**config.mk**
```make
export PLATFORM = sky130hd
export DESIGN_NAME = uart_rx_buffer
export DESIGN_NICKNAME = d
export VERILOG_FILES = /design/src/rtl/uart_pkg.sv /design/src/rtl/sync_fifo.sv /design/src/rtl/uart_rx_buffer.sv
export SDC_FILE = /design/constraint.sdc
export NUM_CORES = 1
export LEC_CHECK = 0
export BUFFER_PORTS_ARGS = -buffer_cell sky130_fd_sc_hd__buf_4
export CAP_MARGIN = 25
export CORE_MARGIN = 2
export CORE_UTILIZATION = 40
export DETAILED_ROUTE_END_ITERATION = 7
export GPL_TIMING_DRIVEN = 0
export SLEW_MARGIN = 20
export SYNTH_ARGS = -nofsm -noshare
export SYNTH_HDL_FRONTEND = slang
export SYNTH_SLANG_ARGS = --single-unit
```
**constraint.sdc**
```tcl
create_clock -name clk -period 4.2 [get_ports clk]
set_clock_uncertainty 0.2 [all_clocks]
set_input_delay 0.84 -clock clk [delete_from_list [all_inputs] [get_ports clk]]
set_output_delay 0.84 -clock clk [all_outputs]
set_load 0.1 [all_outputs]
```
**src/rtl/uart_pkg.sv**
```systemverilog
// uart_pkg: shared types for the UART receive path.
//   rx_entry_t  - one buffered receive record (break flag, error flag, data).
//   rx_src_t    - which receiver pulse produced an entry; the numeric order
//                 of the encoding is the flag priority (break > error > valid).
//   rx_src_sel  - resolves simultaneous receiver pulses to a single source.
package uart_pkg;

  // Widest supported character; narrower builds leave the top bits zero.
  localparam int MaxDataBits = 9;

  typedef struct packed {
    logic                   brk;
    logic                   err;
    logic [MaxDataBits-1:0] data;
  } rx_entry_t;

  typedef enum logic [1:0] {
    SRC_NONE  = 2'd0,
    SRC_VALID = 2'd1,
    SRC_ERROR = 2'd2,
    SRC_BREAK = 2'd3
  } rx_src_t;

  function automatic rx_src_t rx_src_sel(input logic brk, input logic err, input logic vld);
    if (brk)      return SRC_BREAK;
    else if (err) return SRC_ERROR;
    else if (vld) return SRC_VALID;
    else          return SRC_NONE;
  endfunction

endpackage

```
**src/rtl/sync_fifo.sv**
```systemverilog
// sync_fifo: single-clock show-ahead FIFO.
//   clk, rst  - clock, asynchronous active-high reset (pointers/count only)
//   push_i    - write wdata_i (ignored when full unless pop_i same cycle)
//   wdata_i   - write data
//   pop_i     - consume head entry (ignored when empty)
//   rdata_o   - head entry, valid whenever empty_o is low
//   full_o, empty_o, level_o - occupancy status (level 0..Depth)
module sync_fifo #(
  parameter int Width = 8,
  parameter int Depth = 16
) (
  input  logic                   clk,
  input  logic                   rst,
  input  logic                   push_i,
  input  logic [Width-1:0]       wdata_i,
  input  logic                   pop_i,
  output logic [Width-1:0]       rdata_o,
  output logic                   full_o,
  output logic                   empty_o,
  output logic [$clog2(Depth):0] level_o
);

  localparam int AW = $clog2(Depth);

  logic [Width-1:0] mem_q [Depth];
  logic [AW-1:0]    wptr_q, rptr_q;
  logic [AW:0]      cnt_q, cnt_d;
  logic             do_push, do_pop;

  assign full_o  = (cnt_q == (AW+1)'(Depth));
  assign empty_o = (cnt_q == '0);
  assign level_o = cnt_q;
  assign rdata_o = mem_q[rptr_q];

  // A full FIFO still accepts a write when the head leaves in the same cycle.
  assign do_pop  = pop_i && !empty_o;
  assign do_push = push_i && (!full_o || do_pop);

  always_comb begin
    cnt_d = cnt_q;
    case ({do_push, do_pop})
      2'b10:   cnt_d = cnt_q + 1'b1;
      2'b01:   cnt_d = cnt_q - 1'b1;
      default: cnt_d = cnt_q;
    endcase
  end

  // Power-of-two depth: pointers wrap by natural overflow.
  always_ff @(posedge clk or posedge rst) begin
    if (rst) begin
      wptr_q <= '0;
      rptr_q <= '0;
      cnt_q  <= '0;
    end else begin
      if (do_push) wptr_q <= wptr_q + 1'b1;
      if (do_pop)  rptr_q <= rptr_q + 1'b1;
      cnt_q <= cnt_d;
    end
  end

  // Storage is not reset; the count alone decides what is live.
  always_ff @(posedge clk) begin
    if (do_push) mem_q[wptr_q] <= wdata_i;
  end

endmodule

```
**src/rtl/uart_rx_buffer.sv**
```systemverilog
// uart_rx_buffer: receive FIFO between a UART receiver and its consumer.
//   clk, rst                    - clock, asynchronous active-high reset
//   rx_data/valid/break/error   - single-cycle pulses from the receiver
//   m_data/error/break/valid    - show-ahead head entry, m_ready pops it
//   level, almost_full          - occupancy and watermark flag
//   overflow, overflow_clear    - sticky drop indication and its clear
//   char_timeout                - data waiting while receiver idle
module uart_rx_buffer
  import uart_pkg::*;
#(
  parameter int DataBits      = 8,
  parameter int Depth         = 16,
  parameter int Watermark     = 12,
  parameter int TimeoutCycles = 512
) (
  input  logic                       clk,
  input  logic                       rst,
  input  logic [DataBits-1:0]        rx_data,
  input  logic                       rx_valid,
  input  logic                       rx_break,
  input  logic                       rx_error,
  output logic [DataBits-1:0]        m_data,
  output logic                       m_error,
  output logic                       m_break,
  output logic                       m_valid,
  input  logic                       m_ready,
  output logic [$clog2(Depth+1)-1:0] level,
  output logic                       almost_full,
  output logic                       overflow,
  input  logic                       overflow_clear,
  output logic                       char_timeout
);

  localparam int LW = $clog2(Depth+1);
  localparam int TW = $clog2(TimeoutCycles+1);

  rx_src_t   src;
  rx_entry_t wr_entry, rd_entry;
  logic      full, empty, push_req, push, pop, drop;
  logic      overflow_q, overflow_d;
  logic [TW-1:0] idle_q, idle_d;
  logic      unused_rd;

  assign src = rx_src_sel(rx_break, rx_error, rx_valid);

  // Break entries carry no data; error/valid entries keep the received word.
  always_comb begin
    wr_entry = '0;
    case (src)
      SRC_BREAK: wr_entry.brk = 1'b1;
      SRC_ERROR: begin
        wr_entry.err                = 1'b1;
        wr_entry.data[DataBits-1:0] = rx_data;
      end
      SRC_VALID: wr_entry.data[DataBits-1:0] = rx_data;
      default:   wr_entry = '0;
    endcase
  end

  assign push_req = (src != SRC_NONE);
  assign pop      = !empty && m_ready;
  assign push     = push_req && (!full || pop);
  assign drop     = push_req && full && !pop;

  sync_fifo #(
    .Width ($bits(rx_entry_t)),
    .Depth (Depth)
  ) u_fifo (
    .clk     (clk),
    .rst     (rst),
    .push_i  (push),
    .wdata_i (wr_entry),
    .pop_i   (pop),
    .rdata_o (rd_entry),
    .full_o  (full),
    .empty_o (empty),
    .level_o (level)
  );

  assign m_valid     = !empty;
  assign m_data      = rd_entry.data[DataBits-1:0];
  assign m_error     = rd_entry.err;
  assign m_break     = rd_entry.brk;
  assign almost_full = (level >= LW'(Watermark));
  // Upper data bits are zero padding when DataBits < MaxDataBits.
  assign unused_rd   = ^rd_entry.data;

  // A drop in the same cycle as a clear wins, so no loss goes unreported.
  always_comb begin
    overflow_d = overflow_q;
    if (overflow_clear) overflow_d = 1'b0;
    if (drop)           overflow_d = 1'b1;
  end

  always_comb begin
    idle_d = idle_q;
    if (push || pop || empty)
      idle_d = '0;
    else if (idle_q != TW'(TimeoutCycles))
      idle_d = idle_q + 1'b1;
  end

  always_ff @(posedge clk or posedge rst) begin
    if (rst) begin
      overflow_q <= 1'b0;
      idle_q     <= '0;
    end else begin
      overflow_q <= overflow_d;
      idle_q     <= idle_d;
    end
  end

  assign overflow     = overflow_q;
  assign char_timeout = (idle_q == TW'(TimeoutCycles)) && !empty;

endmodule
```
==> results by group <==
Worst setup path
  – Setup crit start kind: flop
  – Reg2Reg Depth: 12
  – CP Class: flop to output pin
  – CP max stage cell: clkbuf_1
  – Worst path max stage delay: 0.62 ns
  – Crit path required time: 3.16 ns
  – Max FO, Critical Path: 10
  – R2R Path End: u_fifo.level_o[4]
  – R2R Path Start: u_fifo.level_o[2]
  – FF-to-FF setup slack: 0.44 ns
  – Crit. End Element: output pin
  – Worst-path cell chain: clkbuf_1 > clkbuf_1 > mux4_2 > mux4_2 > buf_4
  – Critical Path AT: 2.88 ns

STA
  – Max Fclk: 0.2551 GHz
  – Final hold violations: 0
  – Final hold slack: 0.2670 ns
  – Crit path time final: 3.920 ns
  – Fin worst setup slack: 0.2798 ns
  – Rel. slew slack: 32.28%
  – RSZ-0062 raised after global routing: false
  – Final Max Tran Viols: 0
  – Worst-Margin Slew: 1.014 ns
  – Crit share post-route: 93.34%
  – Setup violations, final: 0

Place
  – Dpl ws: -0.003729 ns
  – I/O Buffers: 33
  – Dpl cells: 672
  – Final Wtd Congestion: 0.7648
  – DPL Wire Length: 9775 µm

Yosys
  – Register area share after synthesis: 70.75%
  – Largest area contributor in the netlist: edfxtp_1
  – Syn_nets: 430
  – Synthesized area per cell: 19.05 µm²
  – Warnings, synthesis: 0
  – Post-synth ARST share: 13.04%
  – Commonest register cell after synthesis: edfxtp_1
  – Seq cells post-synth: 184
  – Top-area cell type share of the netlist area: 62.89%
  – Mapped cell area: 0.007640 mm²
  – Most area-consuming cells after synthesis: edfxtp_1, mux4_2, dfrtp_1
  – Synth cell types: 43
  – Post-synth EDFFs: 160
  – Synth Instances: 401

Clocking
  – CTS Buf Count: 17
  – Clock tree buffer depth: 2
  – Clk_lat worst skew: 0.42 ns
  – CTS clk-pin slew, worst paths: 0.07 ns
  – PostCTS Resize Cnt: 0
  – H-tree depth: 4
  – Hold_buf cts: 0
  – Clock Tree Root: clkbuf_16
  – Post-CTS setup buffer count: 0
  – Clock tree sinks: 184
  – CTS tree: built

Job
  – Max-cap violations: 0

GRT
  – First-pass GRT wire length: 22,420 µm
  – Pin count of the biggest net entering global routing: 25
  – Vias in the first global route: 3,906
  – Grt ovf: 0
  – Antenna violations before repair: 0
  – GRT Total Usage: 15.48%

Drt
  – DR iter-0 viols: 198
  – Vias per cell: 5.332
  – Vias post-DR: 3,770
  – 1st-pass router iterations: 4
  – WL/cell: 20.55 µm
  – Antenna Nets Post-Route: 0
  – Routed WL: 14,530 µm
  – DRC viols: 0

Floorplan
  – Die ar.: 0.02022 mm²
  – I/O pins: 34
  – Chip Width: 142.2 µm
  – Die Y: 142.2 µm
  – Initial Utilization: 40.84%
  – CORE AREA: 0.01871 mm²
  – Rows: 50

Cells and area
  – Sequential cell area: 0.005405 mm²
  – Antenna diode count: 0
  – Cell Count, Final, Fillers Out: 707
  – Area of the multi-input gates: 0.002103 mm²
  – Fill count: 1,556
  – Commonest non-fill, non-tap cell in the layout: edfxtp_1
  – Share of cells above drive strength 1: 30.44%
  – Most frequent cells in the layout: edfxtp_1, mux4_2, buf_4
  – Layout Nets: 489
  – Area growth, synth to finish: 15.69%

Outcome
  – Status: finished clean

Power
  – VDD IR-drop max: 0.6130 mV
  – PD cells: 793.4 mW/mm²
  – P_leak: 3.017 nW

Hold path
  – Worst Hold Class: input port to async pin
-- critical path: cells and delay by family, from the launching register on --
kind / cells / cell delay [ns]
buffers and inverters: 3 / 1.15
multiplexers: 2 / 0.94
flip-flops: 1 / 0.36
-- through the flow --
stage          utilization, %   TNS (ns)  instance area (µm²)  power, mW
2_1_floorplan               -          0                 7640      4.842
3_3_place_gp            43.73     -3.069                 8180      5.486
3_5_place_dp            43.97  -0.003729                 8225      5.551
4_1_cts                 47.09          0                 8808      7.107
5_1_grt                 47.25          0                 8838      7.327
6_report                47.25          0                 8838      7.013
-- synth_stat cells, types with 6 or more instances --
library cell / instances
nand2_1: 11
edfxtp_1: 160
a21oi_1: 7
xnor2_1: 13
nor2_1: 14
ha_1: 14
nor4_1: 6
nor2b_1: 9
dfrtp_1: 24
clkbuf_1: 10
and2_1: 9
mux4_2: 50
inv_1: 17
-- power breakdown --
group,total (mW),internal (mW),switching (mW)
clock,1.55,0.842,0.713
sequential,2.47,2.36,0.113
combinational,2.99,0.975,2.01
total,7.01,4.18,2.84
-- cell type report --
type / count / share of cell area [%]
inverter: 18 / 0.7786
timing repair buffer: 40 / 3.284
sequential: 184 / 61.16
clock buffer: 17 / 4.813
multi-input combinational: 181 / 23.80
buffer: 18 / 1.076
tap: 234 / 3.313
clock inverter: 15 / 1.784
-- worst max path at each step --
stage	from	endpoint	slack (ns)	cells past startpoint
after floorplan	u_fifo.level_o[1]	char_timeout	0.32	3
after global placement	rx_error	u_fifo.mem_q[0][3]	-0.09	7
after detailed placement	rx_error	u_fifo.level_o[4]	-0.004	14
after CTS	u_fifo.rptr_q[1]	m_data[7]	0.22	5
after global routing	rx_error	u_fifo.level_o[4]	0.11	14
final	u_fifo.rptr_q[1]	m_break	0.28	5
-- layer usage --
| metal | routed length, µm | global-route usage, % | share of wire (%) | vias to the layer above |
|---|---|---|---|---|
| li1 | - | - | - | 1714 |
| met1 | 6223 | 20.49 | 43 | 1969 |
| met2 | 7576 | 25.65 | 52 | 76 |
| met3 | 602 | 3.668 | 4.1 | 11 |
| met4 | 128 | 4.632 | 0.88 | 0 |
| met5 | 0 | 0 | 0 | - |
-- cell families after synthesis --
family / synth area share, %
compound gates: 1.556
xor+xnor: 2.064
fa+ha+maj: 2.293
buf+inv: 2.145
flops: 70.75
mux: 15.17
simple gates: 6.027
-- sequential cells by signal, indices dropped and copies added (netlist names) --
register and flops:
idle_q 10, u_fifo.level_o 5, overflow 1, u_fifo.mem_q 160, u_fifo.rptr_q 4, u_fifo.wptr_q 4
(Power assumes the default switching activity.)
